### config.mk
export PLATFORM = sky130hd
export DESIGN_NAME = simd_issue_ctrl
export DESIGN_NICKNAME = d
export VERILOG_FILES = /design/src/rtl/simd_pkg.sv /design/src/rtl/simd_result_fifo.sv /design/src/rtl/simd_issue_ctrl.sv
export SDC_FILE = /design/constraint.sdc
export NUM_CORES = 1
export LEC_CHECK = 0
export ABC_AREA = 1
export BUFFER_PORTS_ARGS = -buffer_cell sky130_fd_sc_hd__buf_4
export CAP_MARGIN = 20
export CORE_AREA = 2 2 311 313
export CTS_BUF_LIST = sky130_fd_sc_hd__clkbuf_16
export DETAILED_ROUTE_END_ITERATION = 7
export DIE_AREA = 0 0 313 315
export GPL_TIMING_DRIVEN = 0
export PLACE_DENSITY = 0.53
export SETUP_SLACK_MARGIN = 0.1
export SLEW_MARGIN = 20
export SYNTH_ARGS = -nofsm -noshare
export SYNTH_HDL_FRONTEND = slang
export SYNTH_SLANG_ARGS = --single-unit
export TNS_END_PERCENT = 10
### constraint.sdc
create_clock -name clk -period 12.6 [get_ports clk]
set_input_delay 1.26 -clock clk [delete_from_list [all_inputs] [get_ports clk]]
set_output_delay 1.26 -clock clk [all_outputs]
set_load 0.05 [all_outputs]
### src/rtl/simd_pkg.sv
// Shared constants for the SIMD issue front-end and its result buffer.
package simd_pkg;
  localparam int LANE_W    = 32;
  localparam int DEF_LANES = 4;
  localparam int DEF_TAG_W = 4;

  localparam logic [1:0] OP_ADD = 2'b00;
  localparam logic [1:0] OP_MUL = 2'b01;

  typedef logic [1:0] simd_op_t;
endpackage

### src/rtl/simd_result_fifo.sv
// In-order result buffer; DEPTH must be a power of two so pointers wrap naturally.
module simd_result_fifo
  import simd_pkg::*;
#(
  parameter int WIDTH = DEF_TAG_W + LANE_W * DEF_LANES,
  parameter int DEPTH = 4,
  parameter int AW    = $clog2(DEPTH)
) (
  input  logic             clk,
  input  logic             reset,
  input  logic             push,
  input  logic [WIDTH-1:0] wdata,
  input  logic             pop,
  output logic [WIDTH-1:0] rdata,
  output logic [AW:0]      count,
  output logic             full,
  output logic             empty
);
  localparam logic [AW:0] DEPTH_C = (AW + 1)'(DEPTH);

  logic [WIDTH-1:0] r_mem [DEPTH];
  logic [AW-1:0]    r_wr_ptr;
  logic [AW-1:0]    r_rd_ptr;
  logic [AW:0]      r_count;
  logic             w_do_push;
  logic             w_do_pop;

  assign empty     = (r_count == '0);
  assign full      = (r_count == DEPTH_C);
  assign w_do_pop  = pop && !empty;
  assign w_do_push = push && (!full || w_do_pop);
  assign count     = r_count;
  assign rdata     = r_mem[r_rd_ptr];

  always_ff @(posedge clk) begin
    if (reset) begin
      r_wr_ptr <= '0;
      r_rd_ptr <= '0;
      r_count  <= '0;
    end else begin
      if (w_do_push) r_wr_ptr <= r_wr_ptr + 1'b1;
      if (w_do_pop)  r_rd_ptr <= r_rd_ptr + 1'b1;
      case ({w_do_push, w_do_pop})
        2'b10:   r_count <= r_count + 1'b1;
        2'b01:   r_count <= r_count - 1'b1;
        default: r_count <= r_count;
      endcase
    end
  end

  always_ff @(posedge clk) begin
    if (w_do_push) r_mem[r_wr_ptr] <= wdata;
  end
endmodule

### src/rtl/simd_issue_ctrl.sv
// Issues tagged vector ops to a 1-cycle SIMD ALU and buffers results in order.
// Admission reserves a FIFO slot per op, so the non-stallable ALU never loses a result.
module simd_issue_ctrl
  import simd_pkg::*;
#(
  parameter int LANES     = DEF_LANES,
  parameter int TAG_W     = DEF_TAG_W,
  parameter int RES_DEPTH = 4
) (
  input  logic                    clk,
  input  logic                    reset,
  input  logic                    in_valid,
  output logic                    in_ready,
  input  logic [1:0]              in_op,
  input  logic [TAG_W-1:0]        in_tag,
  input  logic [LANE_W*LANES-1:0] in_a,
  input  logic [LANE_W*LANES-1:0] in_b,
  output logic [1:0]              alu_op,
  output logic [LANE_W*LANES-1:0] alu_a,
  output logic [LANE_W*LANES-1:0] alu_b,
  input  logic [LANE_W*LANES-1:0] alu_result,
  output logic                    out_valid,
  input  logic                    out_ready,
  output logic [TAG_W-1:0]        out_tag,
  output logic [LANE_W*LANES-1:0] out_result,
  output logic                    busy
);
  localparam int DW = LANE_W * LANES;
  localparam int AW = $clog2(RES_DEPTH);
  localparam logic [AW:0] DEPTH_C = (AW + 1)'(RES_DEPTH);

  logic             r_inflight_v;
  logic [TAG_W-1:0] r_inflight_tag;
  logic [AW:0]      w_count;
  logic [AW:0]      w_occ;
  logic             w_full;
  logic             w_empty;
  logic             w_accept;
  logic [TAG_W+DW-1:0] w_rdata;

  assign alu_op = in_op;
  assign alu_a  = in_a;
  assign alu_b  = in_b;

  // Credit uses registered state only; a same-cycle pop frees a slot next cycle.
  assign w_occ    = w_count + {{AW{1'b0}}, r_inflight_v};
  assign in_ready = !w_full && (w_occ < DEPTH_C);
  assign w_accept = in_valid && in_ready;

  always_ff @(posedge clk) begin
    if (reset) begin
      r_inflight_v   <= 1'b0;
      r_inflight_tag <= '0;
    end else begin
      r_inflight_v <= w_accept;
      if (w_accept) r_inflight_tag <= in_tag;
    end
  end

  simd_result_fifo #(
    .WIDTH (TAG_W + DW),
    .DEPTH (RES_DEPTH)
  ) u_res_fifo (
    .clk   (clk),
    .reset (reset),
    .push  (r_inflight_v),
    .wdata ({r_inflight_tag, alu_result}),
    .pop   (out_ready),
    .rdata (w_rdata),
    .count (w_count),
    .full  (w_full),
    .empty (w_empty)
  );

  assign out_valid  = !w_empty;
  assign out_tag    = w_rdata[DW +: TAG_W];
  assign out_result = w_rdata[DW-1:0];
  assign busy       = r_inflight_v || !w_empty;
endmodule
==> results.json, run 1 <==
{
  "status": "finished, final reports clean",
  "core_area_um2": 95700,
  "drive_above_1_share_pct": 41.7,
  "grt_max_degree": 24,
  "drt-total-wl_um": 103000,
  "io_buffer_count": 528,
  "critPathBufInv": 4,
  "syn-num-nets": 2039,
  "max_stage_delay_ps": 580,
  "synth.most_common_cell": "edfxtp_1",
  "worst-setup-path-type": "reg2out",
  "dpl.hpwl_um": 84300,
  "numClockSinks": 542,
  "hold_viol": 0,
  "track_usage_pct": 20.1,
  "syn_inst": 1639,
  "ant_nets": 0,
  "synthTopCellsByCount": "edfxtp_1, nor2_1, buf_4",
  "maxSlewHeadroom_pct": 47.8,
  "period_share_pct": 34.7,
  "vias_per_cell": 4.26,
  "crit_path_max_fanout": 10,
  "grt_overflow": 0,
  "antenna_found_initial": 39,
  "hold_class": "reg2reg",
  "vias": 15200,
  "num-nets-final": 2651,
  "cp_slowest_cell": "o22ai_1",
  "synth-main-ff-cell": "edfxtp_1",
  "worst_path_most_repeated_cell": "buf_2",
  "drtPass1Iterations": 7,
  "powerDensity_nw_per_um2": 204,
  "fillers": 9643,
  "synth_top_area_share_pct": 71.5,
  "die_w_um": 313,
  "routabilityCongestion": 0.964,
  "netlist_top_cells_area": "edfxtp_1, buf_4, nor2_1",
  "holdWs_ps": 495,
  "crit_path_end_kind": "output port",
  "synth_seq_cells": 542,
  "cpLargestDelayFamily": "buffers and inverters",
  "worstMarginPinSlew_ps": 782,
  "yosysTopAreaCell": "edfxtp_1",
  "post_cts_resized": 0,
  "async_flop_share_pct": 0,
  "post_cts_buffers": 0,
  "cap_violations": 0,
  "grt_pass1_vias": 15000,
  "required_ps": 11340,
  "cts_root_buffer": "clkbuf_16",
  "fin_skew_ps": 13.6,
  "drt_iter0_markers": 1109,
  "avgSynthCellArea_um2": 13.5,
  "p_total_mw": 6.17,
  "synth.yosys.seq_area_share_pct": 72.8,
  "drv_slew": 0,
  "synth_edf_count": 528,
  "layout.area.seq_um2": 16100,
  "synth_area_um2": 22200,
  "drc": 0,
  "die_y_um": 315,
  "rsz0062_at_grt": "false",
  "r2r_setup_slack_ps": 9870,
  "clk_latency_ps": 600,
  "arrival_ps": 3110,
  "clk_pin_slew_worst_paths_ps": 60,
  "wl_per_cell_um": 28.9,
  "hold_buffers": 0,
  "cts_made_buffers": 54,
  "rows": 114,
  "ios": 787,
  "p_leak_nw": 11.5,
  "fmax_ghz": 0.229,
  "yosysWarnings": 0,
  "initial_utilization_pct": 23.2,
  "synth.distinct_cells": 20,
  "setup_viol": 0,
  "cts_tree": "yes",
  "dieArea_um2": 98600,
  "multi_input_area_um2": 3500,
  "grt_pass1_wl_um": 133000,
  "area_growth_pct": 36.5,
  "peakVddDrop_v": 0.000148,
  "h-tree-depth": 2,
  "min_period_ps": 4370,
  "cp-start-kind": "flip-flop",
  "cts_buffer_depth": 3,
  "crit_chain": "inv_2 > buf_2 > buf_2 > o21ai_1 > o22ai_1 > buf_4"
}
-- cells by family after synthesis --
logic type	after synthesis	share of synthesized area [%]
buffers and inverters	375	11.5
and+or+nand+nor	307	5.28
DFF	542	72.8
adders and majority gates	6	0.373
AOI/OAI and AO/OA	408	9.96
xor gates and xnor gates	1	0.0395
-- flip-flops by register name, summed over array words and instances (netlist names), named ones only --
signal,cells
u_res_fifo.r_rd_ptr,2
u_res_fifo.r_wr_ptr,2
r_inflight_tag,4
r_inflight_v,1
u_res_fifo.count,3
u_res_fifo.r_mem,528
-- stage by stage --
stage | cells | TNS [ps] | area, µm² | utilization [%] | setup slack, ps
finish | 3572 | 0 | 30300 | 31.6 | 8230
global route | 3571 | 0 | 30300 | 31.6 | 8050
CTS | 3566 | 0 | 30200 | 31.6 | 8000
detailed placement | 3471 | 0 | 28400 | 29.7 | 8670
global placement | 3443 | -215490 | 27700 | 29.0 | -751
floorplan | 1639 | 0 | 22200 | - | 4980
-- worst reg2reg max path, delay by kind of cell (launching register included) --
kind / cells / cell delay [ps]
simple gates: 4 / 1120
buf+inv: 4 / 870
flops: 1 / 420
-- layout by cell type (no fill, tap or decap), types with 5 or more instances in the layout --
cell type / instances
buf_4: 805
edfxtp_1: 528
nor2_1: 274
o21ai_0: 142
o22ai_1: 132
o21ai_1: 128
clkbuf_16: 57
inv_1: 35
clkbuf_1: 30
buf_2: 27
nand2_1: 18
buf_12: 15
dfxtp_1: 14
buf_16: 13
clkinv_1: 12
buf_6: 10
bufinv_16: 9
nand3_1: 8
diode_2: 6
a21oi_1: 6
clkinv_2: 6
ha_1: 5
-- final timing paths --
kind | from | endpoint | cells after the start
worst min-delay path | u_res_fifo.r_rd_ptr[1] | u_res_fifo.r_rd_ptr[1] | 2
worst max-delay path | flip-flop | out_result[63] | 6
worst min register to register | u_res_fifo.r_rd_ptr[1] | u_res_fifo.r_rd_ptr[1] | 2
worst max register to register | u_res_fifo.count[1] | u_res_fifo.r_mem[0][49] | 8
-- layer usage --
metal  wire length [µm]  GRT usage, %
met3               9700          7.59
met4               2180          4.67
met1              39200          23.3
met5                 62             0
met2              52100          35.1
-- layout make-up --
cell class                 instances  share of cell area [%]
sequential                       542                    53.3
clock inverter                    38                    1.34
buffer                           344                    8.06
inverter                          31                   0.385
clock buffer                      57                    4.71
multi-input combinational        722                    11.6
antenna                            6                  0.0496
timing repair buffer             556                    15.3
tap                             1276                    5.28
-- report_power, final --
part	internal (mW)	switching, mW
clock	0.995	0.673
sequential	2.09	0.0298
combinational	0.638	1.74
total	3.72	2.44
Note: power is estimated with default switching activity, not from simulation.
==> run 2, diff against run 1 <==
clock period = 4.2 ns   (was 12.6 ns; I/O delays follow)
==> results.json, run 2 (synthesized netlist as in run 1, its figures left out) <==
{
  "cts_root_buffer": "clkbuf_16",
  "cts_made_buffers": 54,
  "fin_skew_ps": 14.9,
  "hold_start": "alu_result[15]",
  "vias_per_cell": 4.27,
  "cts_buffer_depth": 3,
  "p_leak_nw": 12.0,
  "required_ps": 3780,
  "fmax_ghz": 0.289,
  "drt-total-wl_um": 104000,
  "post_cts_buffers": 0,
  "rsz0062_at_grt": "false",
  "peakVddDrop_v": 0.000412,
  "fillers": 9530,
  "largest_reg_flops": 528,
  "powerDensity_nw_per_um2": 588,
  "crit_path_end_kind": "output port",
  "io_buffer_count": 528,
  "layout_setup_ws_ps": 734,
  "die_y_um": 315,
  "setup_viol": 0,
  "drt_iter0_markers": 1090,
  "track_usage_pct": 20.1,
  "drtPass1Iterations": 5,
  "area_growth_pct": 42.2,
  "dpl_cell_area_um2": 28400,
  "ios": 787,
  "die_w_um": 313,
  "worstMarginPinSlew_ps": 829,
  "timing.rr.start": "u_res_fifo.count[1]",
  "clk_latency_ps": 610,
  "num-nets-final": 2777,
  "worst_hold_path.num_cells": 1,
  "rr_worst_depth": 8,
  "hold_viol": 0,
  "cts_tree": "yes",
  "rows": 114,
  "clk_pin_slew_worst_paths_ps": 60,
  "grt_pass1_vias": 15500,
  "final_cell_mix": "buf_4, edfxtp_1, nor2_1",
  "antenna_found_initial": 39,
  "wl_per_cell_um": 27.9,
  "h-tree-depth": 2,
  "core_area_um2": 95700,
  "status": "finished, final reports clean",
  "arrival_ps": 3050,
  "crit_path_max_fanout": 10,
  "maxSlewHeadroom_pct": 44.7,
  "multi_input_area_um2": 3500,
  "min_period_ps": 3470,
  "worst-setup-path-type": "reg2out",
  "grt_overflow": 0,
  "ant_nets": 0,
  "worstReg2RegEnd": "u_res_fifo.r_mem[0][16]",
  "numClockSinks": 542,
  "hold_class": "in2reg",
  "fin_area_um2": 31500,
  "regMostFlops": "u_res_fifo.r_mem",
  "grt.busiest_layer": "met2",
  "r2r_setup_slack_ps": 1650,
  "met3_usage_pct": 8.69,
  "use_met2_pct": 34.6,
  "use_met1_pct": 22.8,
  "dpl.hpwl_um": 83600,
  "initial_utilization_pct": 23.2,
  "period_share_pct": 82.5,
  "min_to": "u_res_fifo.r_mem[1][15]",
  "grt_pass1_wl_um": 135000,
  "p_total_mw": 18.5,
  "drive_above_1_share_pct": 39.5,
  "routabilityCongestion": 0.980,
  "drc": 0,
  "cap_violations": 0,
  "layout.area.seq_um2": 16100,
  "tns_ps": 0,
  "dpl_worst_slack_ps": 1260,
  "mostFrequentLayoutCell": "buf_4",
  "drv_slew": 0,
  "vias": 15800,
  "cp-start-kind": "flip-flop",
  "dieArea_um2": 98600,
  "grt_max_degree": 23
}
==> run 2: cell types whose count changed in the layout (fill, tap and decap cells not counted) <==
cell | before | now
dlygate4sd3_1 | 0 | 125
inv_1 | 35 | 38
clkinv_8 | 0 | 1
bufinv_16 | 9 | 8
diode_2 | 6 | 14
clkinv_1 | 12 | 13
clkbuf_16 | 57 | 54
buf_16 | 13 | 14
inv_6 | 1 | 4
==> run 2: worst max-delay path by stage <==
stage / from / to / slack [ps] / cells past startpoint
5_1_grt: flip-flop / out_result[61] / 560 / 6
3_5_place_dp: flip-flop / out_result[62] / 1260 / 6
3_3_place_gp: out_ready / u_res_fifo.r_mem[3][50] / -3930 / 5
2_1_floorplan: out_ready / u_res_fifo.r_mem[0][0] / -390 / 4
6_report: flip-flop / out_result[62] / 730 / 6
4_1_cts: flip-flop / out_result[62] / 580 / 6
==> run 2: layout make-up <==
cell class,count,area share [%]
multi-input combinational,722,11.1
buffer,344,7.74
clock buffer,54,4.29
antenna,14,0.111
inverter,31,0.369
timing repair buffer,682,18.7
clock inverter,45,1.37
sequential,542,51.2
tap,1276,5.07
==> run 2: metal layers <==
metal	vias to the layer above	routed length (µm)
met3	147	10900
met4	22	2270
met2	685	51500
met5	-	131
li1	7207	-
met1	7778	38900
==> run 2: per-stage QoR <==
step / cells / utilization [%] / hold slack, ps
after global routing: 3704 / 32.9 / 8.62
after floorplan: 1639 / - / 460
final: 3710 / 32.9 / 37.2
after detailed placement: 3472 / 29.7 / 496
after CTS: 3696 / 32.9 / 0.979
after global placement: 3443 / 29.0 / 490
==> run 2: critical path: stages, from the launching register on <==
cell and delay [ps]:
dfxtp_1 500, inv_2 270, buf_2 410, buf_2 330
o21ai_1 110, o22ai_1 480, buf_4 310
==> run 2: where the power goes <==
group	internal, mW	total (mW)	switching (mW)	leakage [nW]
Sequential	6.27	6.37	0.0926	4.91
Combinational	1.99	7.26	5.27	6.23
Clock	2.83	4.89	2.06	0.909
==> run 2: repair_timing <==
| item | CTS | global route |
|---|---|---|
| setup endpoints to repair | 0 | 0 |
| hold endpoints to repair | 493 | 0 |
| gates resized for setup | 0 | 0 |
| hold buffers | 125 | 0 |
